===== config.mk =====
export PLATFORM = sky130hd
export DESIGN_NAME = ycbcr_packer
export DESIGN_NICKNAME = d
export VERILOG_FILES = /design/src/rtl/ycbcr_pkg.sv /design/src/rtl/ycbcr_chan_fifo.sv /design/src/rtl/ycbcr_packer.sv
export SDC_FILE = /design/constraint.sdc
export NUM_CORES = 1
export LEC_CHECK = 0
export BUFFER_PORTS_ARGS = -buffer_cell sky130_fd_sc_hd__buf_2
export CAP_MARGIN = 20
export CORE_MARGIN = 5
export CORE_UTILIZATION = 40
export DETAILED_ROUTE_END_ITERATION = 10
export SLEW_MARGIN = 10
export SYNTH_ARGS = -nofsm -noshare
export SYNTH_HDL_FRONTEND = slang
export SYNTH_HIERARCHICAL = 1
export SYNTH_SLANG_ARGS = --single-unit

===== constraint.sdc =====
create_clock -name clk -period 4.7 [get_ports clk]
set_clock_uncertainty 0.05 [all_clocks]
set_input_delay 0.94 -clock clk [delete_from_list [all_inputs] [get_ports clk]]
set_output_delay 0.94 -clock clk [all_outputs]
set_load 0.05 [all_outputs]

===== src/rtl/ycbcr_pkg.sv =====
// Sequencer state encoding and byte-order constants shared by the YCbCr packer.
// YCBCR_PACKER_UYVY_EN selects Cb,Y0,Cr,Y1 ordering; the default is Y0,Cb,Y1,Cr.
package ycbcr_pkg;

    typedef enum logic [1:0] {
        S_Y0 = 2'd0,
        S_CB = 2'd1,
        S_Y1 = 2'd2,
        S_CR = 2'd3
    } seq_state_t;

    typedef enum logic [1:0] {
        CH_Y  = 2'd0,
        CH_CB = 2'd1,
        CH_CR = 2'd2
    } chan_sel_t;

`ifdef YCBCR_PACKER_UYVY_EN
    localparam seq_state_t SEQ_FIRST = S_CB;
`else
    localparam seq_state_t SEQ_FIRST = S_Y0;
`endif

    function automatic seq_state_t seq_next(input seq_state_t s);
`ifdef YCBCR_PACKER_UYVY_EN
        case (s)
            S_CB:    return S_Y0;
            S_Y0:    return S_CR;
            S_CR:    return S_Y1;
            default: return S_CB;
        endcase
`else
        case (s)
            S_Y0:    return S_CB;
            S_CB:    return S_Y1;
            S_Y1:    return S_CR;
            default: return S_Y0;
        endcase
`endif
    endfunction

    function automatic chan_sel_t seq_chan(input seq_state_t s);
        case (s)
            S_CB:    return CH_CB;
            S_CR:    return CH_CR;
            default: return CH_Y;
        endcase
    endfunction

endpackage


===== src/rtl/ycbcr_chan_fifo.sv =====
// Per-channel sample FIFO, DEPTH x 8, with synchronous flush.
// Latency: write visible at the read port one cycle after the write edge.
// Backpressure: writes are dropped while full; full is registered, so there is no pass-through.
module ycbcr_chan_fifo #(
    parameter int DEPTH = 4
) (
    input  logic       clk,
    input  logic       rst,
    input  logic       flush,
    input  logic       wr_en,
    input  logic [7:0] wr_data,
    input  logic       rd_en,
    output logic [7:0] rd_data,
    output logic       full,
    output logic       empty
);
    localparam int AW = $clog2(DEPTH);

    logic [7:0]    mem_q [DEPTH];
    logic [AW-1:0] wr_ptr_q, rd_ptr_q;
    logic [AW:0]   count_q;
    logic          do_wr, do_rd;

    assign full    = (count_q == (AW+1)'(DEPTH));
    assign empty   = (count_q == '0);
    assign do_wr   = wr_en && !full;
    assign do_rd   = rd_en && !empty;
    assign rd_data = mem_q[rd_ptr_q];

    always_ff @(posedge clk) begin
        if (do_wr) begin
            mem_q[wr_ptr_q] <= wr_data;
        end
    end

    always_ff @(posedge clk) begin
        if (rst || flush) begin
            wr_ptr_q <= '0;
            rd_ptr_q <= '0;
            count_q  <= '0;
        end else begin
            if (do_wr) begin
                wr_ptr_q <= wr_ptr_q + AW'(1);
            end
            if (do_rd) begin
                rd_ptr_q <= rd_ptr_q + AW'(1);
            end
            case ({do_wr, do_rd})
                2'b10:   count_q <= count_q + (AW+1)'(1);
                2'b01:   count_q <= count_q - (AW+1)'(1);
                default: count_q <= count_q;
            endcase
        end
    end

endmodule


===== src/rtl/ycbcr_packer.sv =====
// Interleaves Y/Cb/Cr sample streams into a 4:2:2 byte stream with frame/line markers.
// Latency: a sample written into an empty path appears on pixel_out one edge later.
// Backpressure: output holds while pixel_ready=0; channels stall via FIFO-full ready. Order set by YCBCR_PACKER_UYVY_EN.
module ycbcr_packer
    import ycbcr_pkg::*;
#(
    parameter int LINE_WIDTH  = 320,
    parameter int FRAME_LINES = 240,
    parameter int FIFO_DEPTH  = 4
) (
    input  logic       clk,
    input  logic       rst,
    input  logic       enable,
    input  logic       restart,
    input  logic [7:0] y_data,
    input  logic [7:0] cb_data,
    input  logic [7:0] cr_data,
    input  logic       y_valid,
    input  logic       cb_valid,
    input  logic       cr_valid,
    output logic       y_ready,
    output logic       cb_ready,
    output logic       cr_ready,
    output logic [7:0] pixel_out,
    output logic       pixel_valid,
    input  logic       pixel_ready,
    output logic       frame_start,
    output logic       line_start,
    output logic       line_end,
    output logic       packing_active
);
    localparam int COL_W  = $clog2(2 * LINE_WIDTH);
    localparam int LINE_W = (FRAME_LINES > 1) ? $clog2(FRAME_LINES) : 1;
    localparam logic [COL_W-1:0]  COL_LAST  = COL_W'(2 * LINE_WIDTH - 1);
    localparam logic [LINE_W-1:0] LINE_LAST = LINE_W'(FRAME_LINES - 1);

    seq_state_t        state_q, state_d;
    logic [COL_W-1:0]  col_q, col_d;
    logic [LINE_W-1:0] line_q, line_d;
    logic [7:0]        pix_q, pix_d;
    logic              vld_q, vld_d;
    logic              fs_q, fs_d, ls_q, ls_d, le_q, le_d;
    logic              last_q, last_d;
    logic              active_q, active_d;

    logic       y_full, y_empty, cb_full, cb_empty, cr_full, cr_empty;
    logic [7:0] y_rd, cb_rd, cr_rd, sel_data;
    chan_sel_t  chan;
    logic       avail, load, accept, col_last, line_last, first_byte;

    ycbcr_chan_fifo #(.DEPTH(FIFO_DEPTH)) u_y_fifo (
        .clk(clk), .rst(rst), .flush(restart),
        .wr_en(y_valid), .wr_data(y_data), .rd_en(load && (chan == CH_Y)),
        .rd_data(y_rd), .full(y_full), .empty(y_empty)
    );
    ycbcr_chan_fifo #(.DEPTH(FIFO_DEPTH)) u_cb_fifo (
        .clk(clk), .rst(rst), .flush(restart),
        .wr_en(cb_valid), .wr_data(cb_data), .rd_en(load && (chan == CH_CB)),
        .rd_data(cb_rd), .full(cb_full), .empty(cb_empty)
    );
    ycbcr_chan_fifo #(.DEPTH(FIFO_DEPTH)) u_cr_fifo (
        .clk(clk), .rst(rst), .flush(restart),
        .wr_en(cr_valid), .wr_data(cr_data), .rd_en(load && (chan == CH_CR)),
        .rd_data(cr_rd), .full(cr_full), .empty(cr_empty)
    );

    assign y_ready  = !y_full;
    assign cb_ready = !cb_full;
    assign cr_ready = !cr_full;

    always_comb begin
        chan       = seq_chan(state_q);
        avail      = !y_empty;
        sel_data   = y_rd;
        case (chan)
            CH_CB:   begin avail = !cb_empty; sel_data = cb_rd; end
            CH_CR:   begin avail = !cr_empty; sel_data = cr_rd; end
            default: begin avail = !y_empty;  sel_data = y_rd;  end
        endcase
        accept     = vld_q && pixel_ready;
        load       = enable && avail && (!vld_q || pixel_ready);
        col_last   = (col_q == COL_LAST);
        line_last  = (line_q == LINE_LAST);
        first_byte = (col_q == '0) && (line_q == '0);

        state_d  = state_q;
        col_d    = col_q;
        line_d   = line_q;
        pix_d    = pix_q;
        vld_d    = vld_q;
        fs_d     = fs_q;
        ls_d     = ls_q;
        le_d     = le_q;
        last_d   = last_q;
        active_d = active_q;

        if (load) begin
            pix_d  = sel_data;
            vld_d  = 1'b1;
            fs_d   = first_byte;
            ls_d   = (col_q == '0);
            le_d   = col_last;
            last_d = col_last && line_last;
            // Re-anchor the sequencer on every line so a line always opens with the first byte kind.
            state_d = col_last ? SEQ_FIRST : seq_next(state_q);
            col_d   = col_last ? '0 : col_q + COL_W'(1);
            if (col_last) begin
                line_d = line_last ? '0 : line_q + LINE_W'(1);
            end
        end else if (accept) begin
            vld_d = 1'b0;
        end

        if (accept && last_q) begin
            active_d = 1'b0;
        end
        if (load && first_byte) begin
            active_d = 1'b1;
        end
    end

    always_ff @(posedge clk) begin
        if (rst || restart) begin
            state_q  <= SEQ_FIRST;
            col_q    <= '0;
            line_q   <= '0;
            pix_q    <= '0;
            vld_q    <= 1'b0;
            fs_q     <= 1'b0;
            ls_q     <= 1'b0;
            le_q     <= 1'b0;
            last_q   <= 1'b0;
            active_q <= 1'b0;
        end else begin
            state_q  <= state_d;
            col_q    <= col_d;
            line_q   <= line_d;
            pix_q    <= pix_d;
            vld_q    <= vld_d;
            fs_q     <= fs_d;
            ls_q     <= ls_d;
            le_q     <= le_d;
            last_q   <= last_d;
            active_q <= active_d;
        end
    end

    assign pixel_out      = pix_q;
    assign pixel_valid    = vld_q;
    assign frame_start    = fs_q;
    assign line_start     = ls_q;
    assign line_end       = le_q;
    assign packing_active = active_q;

endmodule


=== After elaboration in Yosys (flattened, before gate mapping) ===
Memory sizes are Yosys's and may differ from the RTL's. A register that Yosys moved wholly into a read port is not among the register bits.
Index checks and enable logic that the tools add are counted.

* Add/subtract/negate cells: 14
* Equality and inequality tests: 16
* Mux-type cells: 26
* Reductions and logical operators: 38

{| class="wikitable"
|+ Operators with widths
! operator !! number
|-
| $pmux W3 S2 || 3
|-
| $logic_and A1 B1 Y1 || 16
|-
| $pmux W8 S2 || 1
|-
| $mux W2 || 7
|-
| $add A2 B1 Y2 const B || 6
|-
| $eq A2 B2 Y1 const B || 6
|-
| $add A10 B1 Y10 const B || 1
|-
| $eq A10 B10 Y1 const B || 1
|-
| $eq A2 B1 Y1 const B || 5
|-
| $logic_not A10 Y1 || 1
|-
| $mux W1 || 10
|-
| $mux W10 || 1
|-
| $reduce_bool A2 Y1 || 5
|-
| $add A3 B1 Y3 const B || 3
|-
| $eq A3 B3 Y1 const B || 3
|-
| $logic_not A3 Y1 || 3
|-
| $sub A3 B1 Y3 const B || 3
|-
| $add A8 B1 Y8 const B || 1
|-
| $eq A8 B8 Y1 const B || 1
|-
| $logic_not A8 Y1 || 1
|-
| $mux W8 || 1
|-
| $logic_not A1 Y1 || 7
|-
| $pmux W2 S3 || 1
|-
| $logic_not A2 Y1 || 2
|-
| 4 further kinds || 5
|}

* Flip-flop bits (word level): 55
* Bits in writable memories: 96
* Output and inout bits: 16
* Logic and storage cells: 116
* Memories kept: 3

{| class="wikitable"
|+ Memories
! memory !! words !! width !! read ports !! clocked after memory_dff !! write ports !! RTL line !! RTL
|-
| u_cb_fifo.mem_q || 4 || 8 || 1 || 1 || 1 || ycbcr_chan_fifo.sv:19 || <nowiki>logic [7:0] mem_q [DEPTH];</nowiki>
|-
| u_cr_fifo.mem_q || 4 || 8 || 1 || 1 || 1 || ycbcr_chan_fifo.sv:19 ||
|-
| u_y_fifo.mem_q || 4 || 8 || 1 || 1 || 1 || ycbcr_chan_fifo.sv:19 ||
|}

=== Depth between registers and ports, before layout ===
Gate-level depths: netlist (run 1).

* Depth after elaboration: 10
* Gate-level depth with buffers: 14
* Depth with buffers taken out: 12

=== Modules after synthesis ===
The synthesis (run 1) kept the hierarchy.

{| class="wikitable"
|+ By module, submodules not included
! module !! times used !! cells an instance !! area each (µm²) !! sequential area each (µm²)
|-
| ycbcr_chan_fifo || 3 || 98 || 1650.3 || 1141.1
|-
| ycbcr_packer || 1 || 226 || 1816.7 || 680.7
|}

=== Worst setup path before layout (run 1) ===
OpenSTA, ideal clock, no wires.

* Path type: input-to-reg
* Start: input port pixel_ready
* End: register u_y_fifo.count_q[2]
* Arrival time: 3358 ps
* Path slack: 1222 ps
* Cell stages on the path: 12
* Cell sequence: nand2b_1 o311ai_0 clkbuf_1 buf_2 nor3_1 nor2b_1 ha_1 inv_1 fa_1 xor2_1 or3_2 a21oi_1

* Longest elaborated chain between the ends: 6

{| class="wikitable"
|+ Ends and longest elaborated chain
! what !! RTL line !! RTL
|-
| start, declared || ycbcr_packer.sv:26 || <nowiki>input logic pixel_ready,</nowiki>
|-
| $logic_or A1 B1 Y1 (*) || ycbcr_packer.sv:81 || <nowiki>load = enable && avail && (!vld_q || pixel_ready);</nowiki>
|-
| $logic_and A1 B1 Y1 (*) || ycbcr_packer.sv:81 ||
|-
| $logic_and A1 B1 Y1 (*) || ycbcr_packer.sv:53 || <nowiki>.wr_en(y_valid), .wr_data(y_data), .rd_en(load && (chan == CH_Y)),</nowiki>
|-
| $logic_and A1 B1 Y1 (*) || ycbcr_chan_fifo.sv:27 || <nowiki>assign do_rd = rd_en && !empty;</nowiki>
|-
| via u_y_fifo.do_rd || ycbcr_chan_fifo.sv:22 || <nowiki>logic do_wr, do_rd;</nowiki>
|-
| $eq A2 B1 Y1 or $eq A2 B2 Y1 (tied branches) || ycbcr_chan_fifo.sv:48 || <nowiki>case ({do_wr, do_rd})</nowiki>
|-
| $pmux W3 S2 or $reduce_bool A2 Y1 (tied branches) || n/a ||
|-
| end signal, assigned || ycbcr_chan_fifo.sv:49 || <nowiki>2'b10: count_q <= count_q + (AW+1)'(1);</nowiki>
|-
| end signal, assigned || ycbcr_chan_fifo.sv:50 || <nowiki>2'b01: count_q <= count_q - (AW+1)'(1);</nowiki>
|-
| end signal, assigned || ycbcr_chan_fifo.sv:51 || <nowiki>default: count_q <= count_q;</nowiki>
|-
| end, declared || ycbcr_chan_fifo.sv:21 || <nowiki>logic [AW:0] count_q;</nowiki>
|}

Mark *: on every way through the listed nets, which the timed path passes. The rest lies on a longest branch.
A chain may end at the register's enable or synchronous reset.

=== Worst setup path after layout (run 1) ===
* Start: register state_q[1]
* End: register u_cb_fifo.count_q[2]

* Longest elaborated chain between the ends: 10

{| class="wikitable"
|+ Ends and longest elaborated chain
! what !! RTL line !! RTL
|-
| start, declared || ycbcr_packer.sv:37 || <nowiki>seq_state_t state_q, state_d;</nowiki>
|-
| start signal, assigned || ycbcr_packer.sv:135 || <nowiki>state_q <= state_d;</nowiki>
|-
| $eq A2 B2 Y1 or $eq A2 B1 Y1 (tied branches) || ycbcr_pkg.sv:43 || <nowiki>case (s)</nowiki>
|-
| $pmux W2 S2 (*) || ycbcr_pkg.sv:43 ||
|-
| $eq A2 B2 Y1 or $eq A2 B1 Y1 (tied branches) || ycbcr_packer.sv:75, ycbcr_packer.sv:58 ||
|-
| $pmux W1 S2 || ycbcr_packer.sv:75 || <nowiki>case (chan)</nowiki>
|-
| $logic_and A1 B1 Y1 (2 in series) || ycbcr_packer.sv:81 ||
|-
| $logic_and A1 B1 Y1 (*) || ycbcr_packer.sv:58 || <nowiki>.wr_en(cb_valid), .wr_data(cb_data), .rd_en(load && (chan == CH_CB)),</nowiki>
|-
| $logic_and A1 B1 Y1 (*) || ycbcr_chan_fifo.sv:27 ||
|-
| via u_cb_fifo.do_rd || ycbcr_chan_fifo.sv:22 ||
|-
| $eq A2 B1 Y1 or $eq A2 B2 Y1 (tied branches) || ycbcr_chan_fifo.sv:48 ||
|-
| $pmux W3 S2 or $reduce_bool A2 Y1 (tied branches) || n/a ||
|-
| end signal, assigned || ycbcr_chan_fifo.sv:49 ||
|-
| end signal, assigned || ycbcr_chan_fifo.sv:50 ||
|-
| end signal, assigned || ycbcr_chan_fifo.sv:51 ||
|-
| end, declared || ycbcr_chan_fifo.sv:21 ||
|}

Marks and branches as above.

==> results of run 1 <==
-- placed cells by master (no fill, tap or decap), drive strengths merged, types with 8 or more instances in the layout --
| cell | netlist | routed |
|---|---|---|
| mux4 | 24 | 24 |
| clkbuf | 16 | 17 |
| a311oi | 8 | 8 |
| o21ai | 22 | 22 |
| clkinv | 0 | 9 |
| nor2 | 27 | 27 |
| buf | 8 | 49 |
| inv | 32 | 32 |
| a21oi | 34 | 34 |
| ha | 25 | 25 |
| nor3 | 9 | 9 |
| and3 | 13 | 13 |
| or3 | 11 | 11 |
| edfxtp | 96 | 96 |
| nand2 | 35 | 35 |
| dfxtp | 61 | 61 |
| nand3 | 13 | 13 |
| a22oi | 8 | 8 |
| o31ai | 8 | 8 |
-- stage by stage --
step / area [um2] / instances / utilization / worst slack, ns / hold WS [ns]
global route: 7780 / 797 / 0.469 / 0.806 / 0.435
detailed placement: 7200 / 765 / 0.434 / 1.05 / 0.402
global placement: 7200 / 765 / 0.434 / 1.23 / 0.384
floorplan: 6770 / 520 / - / 1.22 / 0.387
finish: 7780 / 797 / 0.469 / 1.03 / 0.407
CTS: 7780 / 797 / 0.469 / 1.06 / 0.411
-- power by group --
| part | internal (mW) | switching (mW) |
|---|---|---|
| clock | 0.822 | 0.527 |
| sequential | 1.49 | 0.00962 |
| combinational | 0.0436 | 0.0821 |
-- worst min path at each step --
| stage | from | slack (ns) | depth (start not counted) | endpoint |
|---|---|---|---|---|
| after global routing | line_end | 0.44 | 2 | line_end |
| final | frame_start | 0.41 | 2 | frame_start |
| after detailed placement | line_end | 0.40 | 2 | line_end |
| after CTS | line_end | 0.41 | 2 | line_end |
| after floorplan | last_q | 0.39 | 2 | last_q |
| after global placement | frame_start | 0.38 | 2 | frame_start |
-- per-layer routing --
| metal | up-vias | global-route usage | part of all wire |
|---|---|---|---|
| met5 | - | 0 | 0 |
| met4 | 0 | 0.0535 | 0.014 |
| met3 | 15 | 0.0293 | 0.036 |
| met2 | 93 | 0.245 | 0.49 |
| met1 | 2104 | 0.199 | 0.46 |
| li1 | 2039 | - | - |
-- final cells by class --
class / count / area share
sequential: 157 / 0.528
clock buffer: 17 / 0.0547
clock inverter: 15 / 0.0198
inverter: 32 / 0.0154
multi-input combinational: 307 / 0.315
timing repair buffer: 49 / 0.0322
tap: 220 / 0.0354
-- registers in the layout, summed over array words and instances (netlist names), 3 cells and up, named ones only --
name,count
col_q,10
u_cr_fifo/mem_q,32
u_cb_fifo/mem_q,32
u_y_fifo/mem_q,32
u_y_fifo/count_q,3
u_cr_fifo/count_q,3
pixel_out,8
line_q,8
u_cb_fifo/count_q,3
-- worst max-delay path: stages, from the launching register on --
cell and delay, ns:
sky130_fd_sc_hd__dfxtp_1 0.39, sky130_fd_sc_hd__inv_1 0.10, sky130_fd_sc_hd__ha_1 0.33, sky130_fd_sc_hd__nor3_1 0.37, sky130_fd_sc_hd__o311a_1 0.41, sky130_fd_sc_hd__and2_1 0.22, sky130_fd_sc_hd__nor2b_1 0.24, sky130_fd_sc_hd__ha_1 0.24
sky130_fd_sc_hd__inv_1 0.08, sky130_fd_sc_hd__fa_1 0.38, sky130_fd_sc_hd__xor2_1 0.16, sky130_fd_sc_hd__or3_2 0.43, sky130_fd_sc_hd__a21oi_1 0.19
-- cells by family (layout without fill, tap and decap cells) --
logic type | after synthesis | after routing | synth area share
AND/OR/NAND/NOR | 154 | 154 | 0.127
flip-flops | 157 | 157 | 0.606
XOR/XNOR | 6 | 6 | 0.00776
adder cells (fa/ha/maj) | 28 | 28 | 0.0551
multiplexers | 24 | 24 | 0.0799
AO/OA/AOI/OAI | 95 | 95 | 0.0908
buffers and inverters | 56 | 113 | 0.0331
==> metrics.csv, run 1 <==
metric,value,unit
"CTS clk-pin slew, worst paths",0.06,ns
ANT nets after route,0,
leading register cell type out of synthesis,sky130_fd_sc_hd__edfxtp_1,
Area growth syn-to-layout,14.9,%
number of antenna violations at the first check in global routing,0,
global-route wire length before repair,22900,um
effective utilization at floorplan,0.408,
total setup buffers inserted after CTS,0,
multi-input gate area in the final layout,0.00245,mm2
number of synthesized flops with an enable pin,96,
die height,140,um
number of warning messages in the yosys log,6,
die width,140,um
synth top area cells,"sky130_fd_sc_hd__edfxtp_1, sky130_fd_sc_hd__dfxtp_1, sky130_fd_sc_hd__mux4_2, sky130_fd_sc_hd__ha_1, sky130_fd_sc_hd__a21oi_1",
flop-to-flop setup slack,1.03,ns
Die ar.,0.0196,mm2
number of antenna diodes,0,
"Power, Total",2.97,mW
number of filler instances in the final layout,1510,
power per cell area,382,mW/mm2
number of violations of the max-capacitance limit,0,
DRC violation count after routing,0,
GPL Wtd Cong,0.769,
Pleak,2.65,nW
buffers added on ports,47,
RSZ-0062 raised after global routing,false,
number of iterations in the first detailed-routing pass,5,
Hold WC Path Type,register to register,
clock latency reported for the late side of the worst-skew pair,0.41,ns
total nets after synthesis,580,
share of the synthesized area in the top cell type,0.426,
final setup violation count,0,
number of nets at the end of the flow,624,
Reg2Reg Capture Point,u_cb_fifo/count_q[2],
CP Data Arrival Time,3.96,ns
leading post-synthesis cells by instance count,"sky130_fd_sc_hd__edfxtp_1, sky130_fd_sc_hd__dfxtp_1, sky130_fd_sc_hd__nand2_1",
post-synthesis cell type count,53,
count of final hold-check violations,0,
Fin Setup TNS,0,ns
clock sinks,157,
Core Region,0.0166,mm2
CTS H-tree lvls,4,
termination of the worst setup path,u_cb_fifo/count_q[2],
Max clock buf depth,2,
largest net degree at the start of global routing,34,
CP Capture Type,register,
most instantiated library cell after synthesis,sky130_fd_sc_hd__edfxtp_1,
DRC violation total after the first TritonRoute iteration,398,
FMAX,272,MHz
Vias per Instance,5.33,
FF-to-FF Start,state_q[1],
Relative slew margins,0.396,
endpoint required time on the critical path,4.98,ns
sequential cell area,0.00410,mm2
worst setup path start,state_q[1],
top fanout value on the critical path,12,
Synth area leader,sky130_fd_sc_hd__edfxtp_1,
synthesized area,0.00677,mm2
number of global-route vias before repair,4298,
share of async-settable or async-resettable flops after synthesis,0,
routed length per instance,17.6,um
Gate Count Post-Synth,520,
post-synthesis sequential area ratio,0.606,
measured slew at the worst slew-check pin,0.899,ns
element type at the critical path start,register,
depth of the worst register-to-register path,12,
total routed wirelength,14000,um
mean cell area of the mapped netlist,13.0,um2
type of the worst setup path,register to register,
total congestion overflow,0,
count of hold-fix buffers inserted at cts,0,
number of I/O pins,48,
worst voltage drop across the vdd grid,0.270,mV
total via count in the routed design,4251,
outcome,finished clean,
detailed placement HPWL,9840,um
global-route usage over all layers,0.150,
final period demand of the worst path,3.67,ns
final max-slew violation count,0,
clock tree from TritonCTS,built,
Resized Gates After CTS,0,
count of state elements after synthesis,157,
final clock period utilization by the worst path,0.782,
cell row count,47,
clock root buffer master,sky130_fd_sc_hd__clkbuf_16,
number of buffers added by the clock tree synthesis step,17,
share of post-route cells with drive strength above 1,0.243,
Power figures use the tool's default switching activity.
==> run 2: changes to the inputs <==
--- a/config.mk
+++ b/config.mk
@@ -5,6 +5,7 @@
 export SDC_FILE = /design/constraint.sdc
 export NUM_CORES = 1
 export LEC_CHECK = 0
+export ABC_AREA = 1
 export BUFFER_PORTS_ARGS = -buffer_cell sky130_fd_sc_hd__buf_2
 export CAP_MARGIN = 20
 export CORE_MARGIN = 5
==> constraint.sdc (replaced) <==
create_clock -name clk -period 3.7 [get_ports clk]
set_clock_uncertainty 0.05 [all_clocks]
set_input_delay 0.74 -clock clk [delete_from_list [all_inputs] [get_ports clk]]
set_output_delay 0.74 -clock clk [all_outputs]
set_load 0.05 [all_outputs]
==> run 2 against run 1 <==
Combinational power increased by 48%; area after synthesis increased by 4.8%; register-to-register slack got worse by 0.38 ns; critical endpoint is now u_y_fifo/count_q[2]; power increased by 29%; highest routed layer unchanged; sequential power increased by 27%.
==> metrics.csv, run 2 <==
metric,value,unit,change
Resized Gates After CTS,0,,unchanged
hold path startpoint,line_end,,
Relative slew margins,0.437,,+0.0412
cell row count,48,,+2.1%
end point of the worst hold path,line_end,,
cell with the biggest individual delay on the critical path,sky130_fd_sc_hd__ha_1,,
number of antenna diodes,0,,unchanged
RSZ-0062 raised after global routing,false,,
largest net degree at the start of global routing,23,,-32%
total via count in the routed design,4959,,+17%
Inst Count DP,1006,,+32%
buffers added on ports,47,,unchanged
"CTS clk-pin slew, worst paths",0.06,ns,about the same
number of buffers added by the clock tree synthesis step,17,,unchanged
number of antenna violations at the first check in global routing,0,,unchanged
global-route usage over all layers,0.148,,-0.00124
final clock period utilization by the worst path,0.825,,+0.0431
final setup violation count,0,,unchanged
die width,143,um,+2.2%
adder and majority gate portion of the synthesized area,0.0526,,-0.00251
FF-to-FF Start,state_q[1],,
most instantiated library cell after synthesis,sky130_fd_sc_hd__nand2_1,,
top fanout value on the critical path,11,,-1
Die ar.,0.0205,mm2,+4.4%
longest individual stage delay on the worst path,0.43,ns,about the same
synthesized area,0.00709,mm2,+4.8%
multi-input gate area in the final layout,0.00251,mm2,+2.6%
total setup buffers inserted after CTS,0,,unchanged
CP Data Arrival Time,3.32,ns,-0.64 ns
CP Capture Type,register,,
depth of the worst register-to-register path,17,,+5
die height,143,um,+2.2%
flop-to-flop setup slack,0.65,ns,-0.38 ns
switching power share of the total,0.218,,+0.00977
detailed placement HPWL,10200,um,+3.5%
effective utilization at floorplan,0.409,,+0.000418
count of final hold-check violations,0,,unchanged
mean cell area of the mapped netlist,9.49,um2,-27%
Core Region,0.0174,mm2,+4.7%
CTS H-tree lvls,4,,unchanged
Int Power,3.00,mW,+27%
number of nets at the end of the flow,860,,+38%
clock sinks,157,,unchanged
total routed wirelength,14500,um,+3.3%
Hold WC Path Type,register to register,,
most frequent standard cell in the layout excluding fill and tap cells,sky130_fd_sc_hd__nand2_1,,
share of async-settable or async-resettable flops after synthesis,0,,unchanged
number of global-route vias before repair,4706,,+9.5%
power per cell area,474,mW/mm2,+24%
leading post-synthesis cells by instance count,"sky130_fd_sc_hd__nand2_1, sky130_fd_sc_hd__nor2_1, sky130_fd_sc_hd__edfxtp_1",,
instance count along the most critical hold path,2,,unchanged
share of cell area taken by muxes after synthesis,0,,-0.0799
combinational share of power,0.048,,+0.006
dominant combinational cell family by area after synthesis,simple AND/OR/NAND/NOR gates,,
ANT nets after route,0,,unchanged
Fin Setup TNS,0,ns,unchanged
switching power,836,uW,+35%
clock share of power,0.454,,about the same
area share of and/or/nand/nor cells after synthesis,0.200,,+0.0731
Synth area leader,sky130_fd_sc_hd__edfxtp_1,,
non-filler instance count after layout,1038,,+30%
clock tree from TritonCTS,built,,
clock latency reported for the late side of the worst-skew pair,0.42,ns,about the same
total congestion overflow,0,,unchanged
endpoint required time on the critical path,3.97,ns,-1.01 ns
count of hold-fix buffers inserted at cts,0,,unchanged
total nets after synthesis,807,,+39%
share of post-route cells with drive strength above 1,0.153,,-0.0901
count of state elements after synthesis,157,,unchanged
largest registers ranked by flip-flop count,"u_cb_fifo/mem_q x32, u_cr_fifo/mem_q x32, u_y_fifo/mem_q x32",,
fraction of the mapped netlist area in compound gates,0.0988,,+0.00804
global-route wire length before repair,23500,um,+2.7%
share of total power in sequential cells,0.498,,-0.006
Area growth syn-to-layout,14.1,%,
FMAX,328,MHz,+20%
final period demand of the worst path,3.05,ns,-0.622 ns
crit path cell chain,inv_1 -> ha_1 -> nor2_2 -> a21oi_2 -> nand3_4 -> nor3_1 -> nand2_1 -> inv_1 -> ha_1 -> inv_1 -> fa_1 -> inv_1 -> nand2_1 -> nand3_1 -> nand2_1 -> nand2_1 -> nor2_1,,
worst voltage drop across the vdd grid,0.308,mV,+14%
leading register cell type out of synthesis,sky130_fd_sc_hd__edfxtp_1,,
DRC violation total after the first TritonRoute iteration,238,,-40%
measured slew at the worst slew-check pin,0.841,ns,-0.0580 ns
synth top area cells,"sky130_fd_sc_hd__edfxtp_1, sky130_fd_sc_hd__dfxtp_1, sky130_fd_sc_hd__nand2_1, sky130_fd_sc_hd__nor2_1, sky130_fd_sc_hd__inv_1",,
post-synthesis sequential area ratio,0.579,,-0.0276
Reg2Reg Capture Point,u_y_fifo/count_q[2],,
Gate Count Post-Synth,747,,+44%
post-synthesis cell type count,30,,-43%
type of the worst setup path,register to register,,
synthesized-area fraction occupied by xor and xnor cells,0.00247,,-0.00529
number of filler instances in the final layout,1605,,+6.3%
final max-slew violation count,0,,unchanged
number of warning messages in the yosys log,6,,unchanged
routed length per instance,13.9,um,-21%
clock root buffer master,sky130_fd_sc_hd__clkbuf_16,,
element type at the critical path start,register,,
number of iterations in the first detailed-routing pass,4,,-1
Max clock buf depth,2,,unchanged
Pleak,3.14,nW,+19%
most used cells in the layout excluding fill and tap cells,"sky130_fd_sc_hd__nand2_1, sky130_fd_sc_hd__nor2_1, sky130_fd_sc_hd__edfxtp_1",,
number of I/O pins,48,,unchanged
number of synthesized flops with an enable pin,96,,unchanged
number of violations of the max-capacitance limit,0,,unchanged
GPL Wtd Cong,0.815,,+6.0%
DRC violation count after routing,0,,unchanged
Vias per Instance,4.78,,-10%
outcome,finished clean,,
share of the synthesized area in the top cell type,0.407,,-0.0194
sequential cell area,0.00410,mm2,unchanged
==> run 2: changes by cell type after synthesis, sizes merged, moves of 24 or more <==
cell,previous run,this run
nor2,27,120
mux4,24,0
nand2,35,158
o22ai,0,24
o21ai,22,58
inv,32,91
nand3,13,40
==> run 2: cell families after synthesis <==
logic type,after synthesis
simple gates,329
compound gates,125
fa+ha+maj,28
xor+xnor,2
flops,157
buf+inv,106
==> run 2: worst max path at each step <==
stage | end | cells after the start | slack [ns] | from
2_1_floorplan | u_y_fifo/count_q[2] | 20 | 0.99 | state_q[1]
3_3_place_gp | u_y_fifo/count_q[2] | 17 | 0.80 | state_q[1]
3_5_place_dp | u_y_fifo/count_q[2] | 15 | 0.70 | state_q[1]
4_1_cts | u_y_fifo/count_q[2] | 15 | 0.68 | state_q[1]
5_1_grt | u_y_fifo/count_q[2] | 16 | 0.34 | state_q[1]
6_report | u_y_fifo/count_q[2] | 17 | 0.65 | state_q[1]
==> run 2: power by group through the flow <==
stage	Clock, mW	Sequential (mW)	Combinational [mW]
after floorplan	0	1.95	0.108
after global placement	0	1.94	0.187
after detailed placement	0	1.94	0.189
after CTS	1.78	1.91	0.189
after global routing	1.84	1.91	0.210
final	1.74	1.91	0.186
==> run 2: per-layer routing <==
| metal | vias to the layer above | wire length, um | share of wire | track usage |
|---|---|---|---|---|
| li1 | 2581 | - | - | - |
| met1 | 2285 | 7010 | 0.48 | 0.199 |
| met2 | 77 | 6680 | 0.46 | 0.234 |
| met3 | 16 | 532 | 0.037 | 0.0348 |
| met4 | 0 | 240 | 0.017 | 0.0590 |
| met5 | - | 0 | 0 | 0 |
==> run 2: through the flow <==
stage          utilization  area (um2)  setup WS (ns)  power, mW  hold WS (ns)
6_report             0.466        8090          0.648       3.83         0.411
5_1_grt              0.466        8090          0.338       3.96         0.439
4_1_cts              0.466        8090          0.682       3.88         0.414
3_5_place_dp         0.431        7490          0.705       2.13         0.405
3_3_place_gp         0.431        7490          0.802       2.13         0.403
2_1_floorplan            -        7090          0.986       2.06         0.394
==> run 2: critical path: cells and delay by family (launching register included) <==
kind | cells | cell delay [ns]
DFF | 1 | 0.34
adders and majority gates | 3 | 0.97
AOI/OAI and AO/OA | 1 | 0.25
and+or+nand+nor | 9 | 1.01
buffers and inverters | 4 | 0.35
==> run 2: layout make-up <==
class                           instances  area share
Clock buffer                           20      0.0577
Multi-Input combinational cell        484       0.310
Inverter                               91      0.0422
Clock inverter                         12      0.0166
Timing Repair Buffer                   49      0.0309
Tap cell                              225      0.0348
Sequential cell                       157       0.507
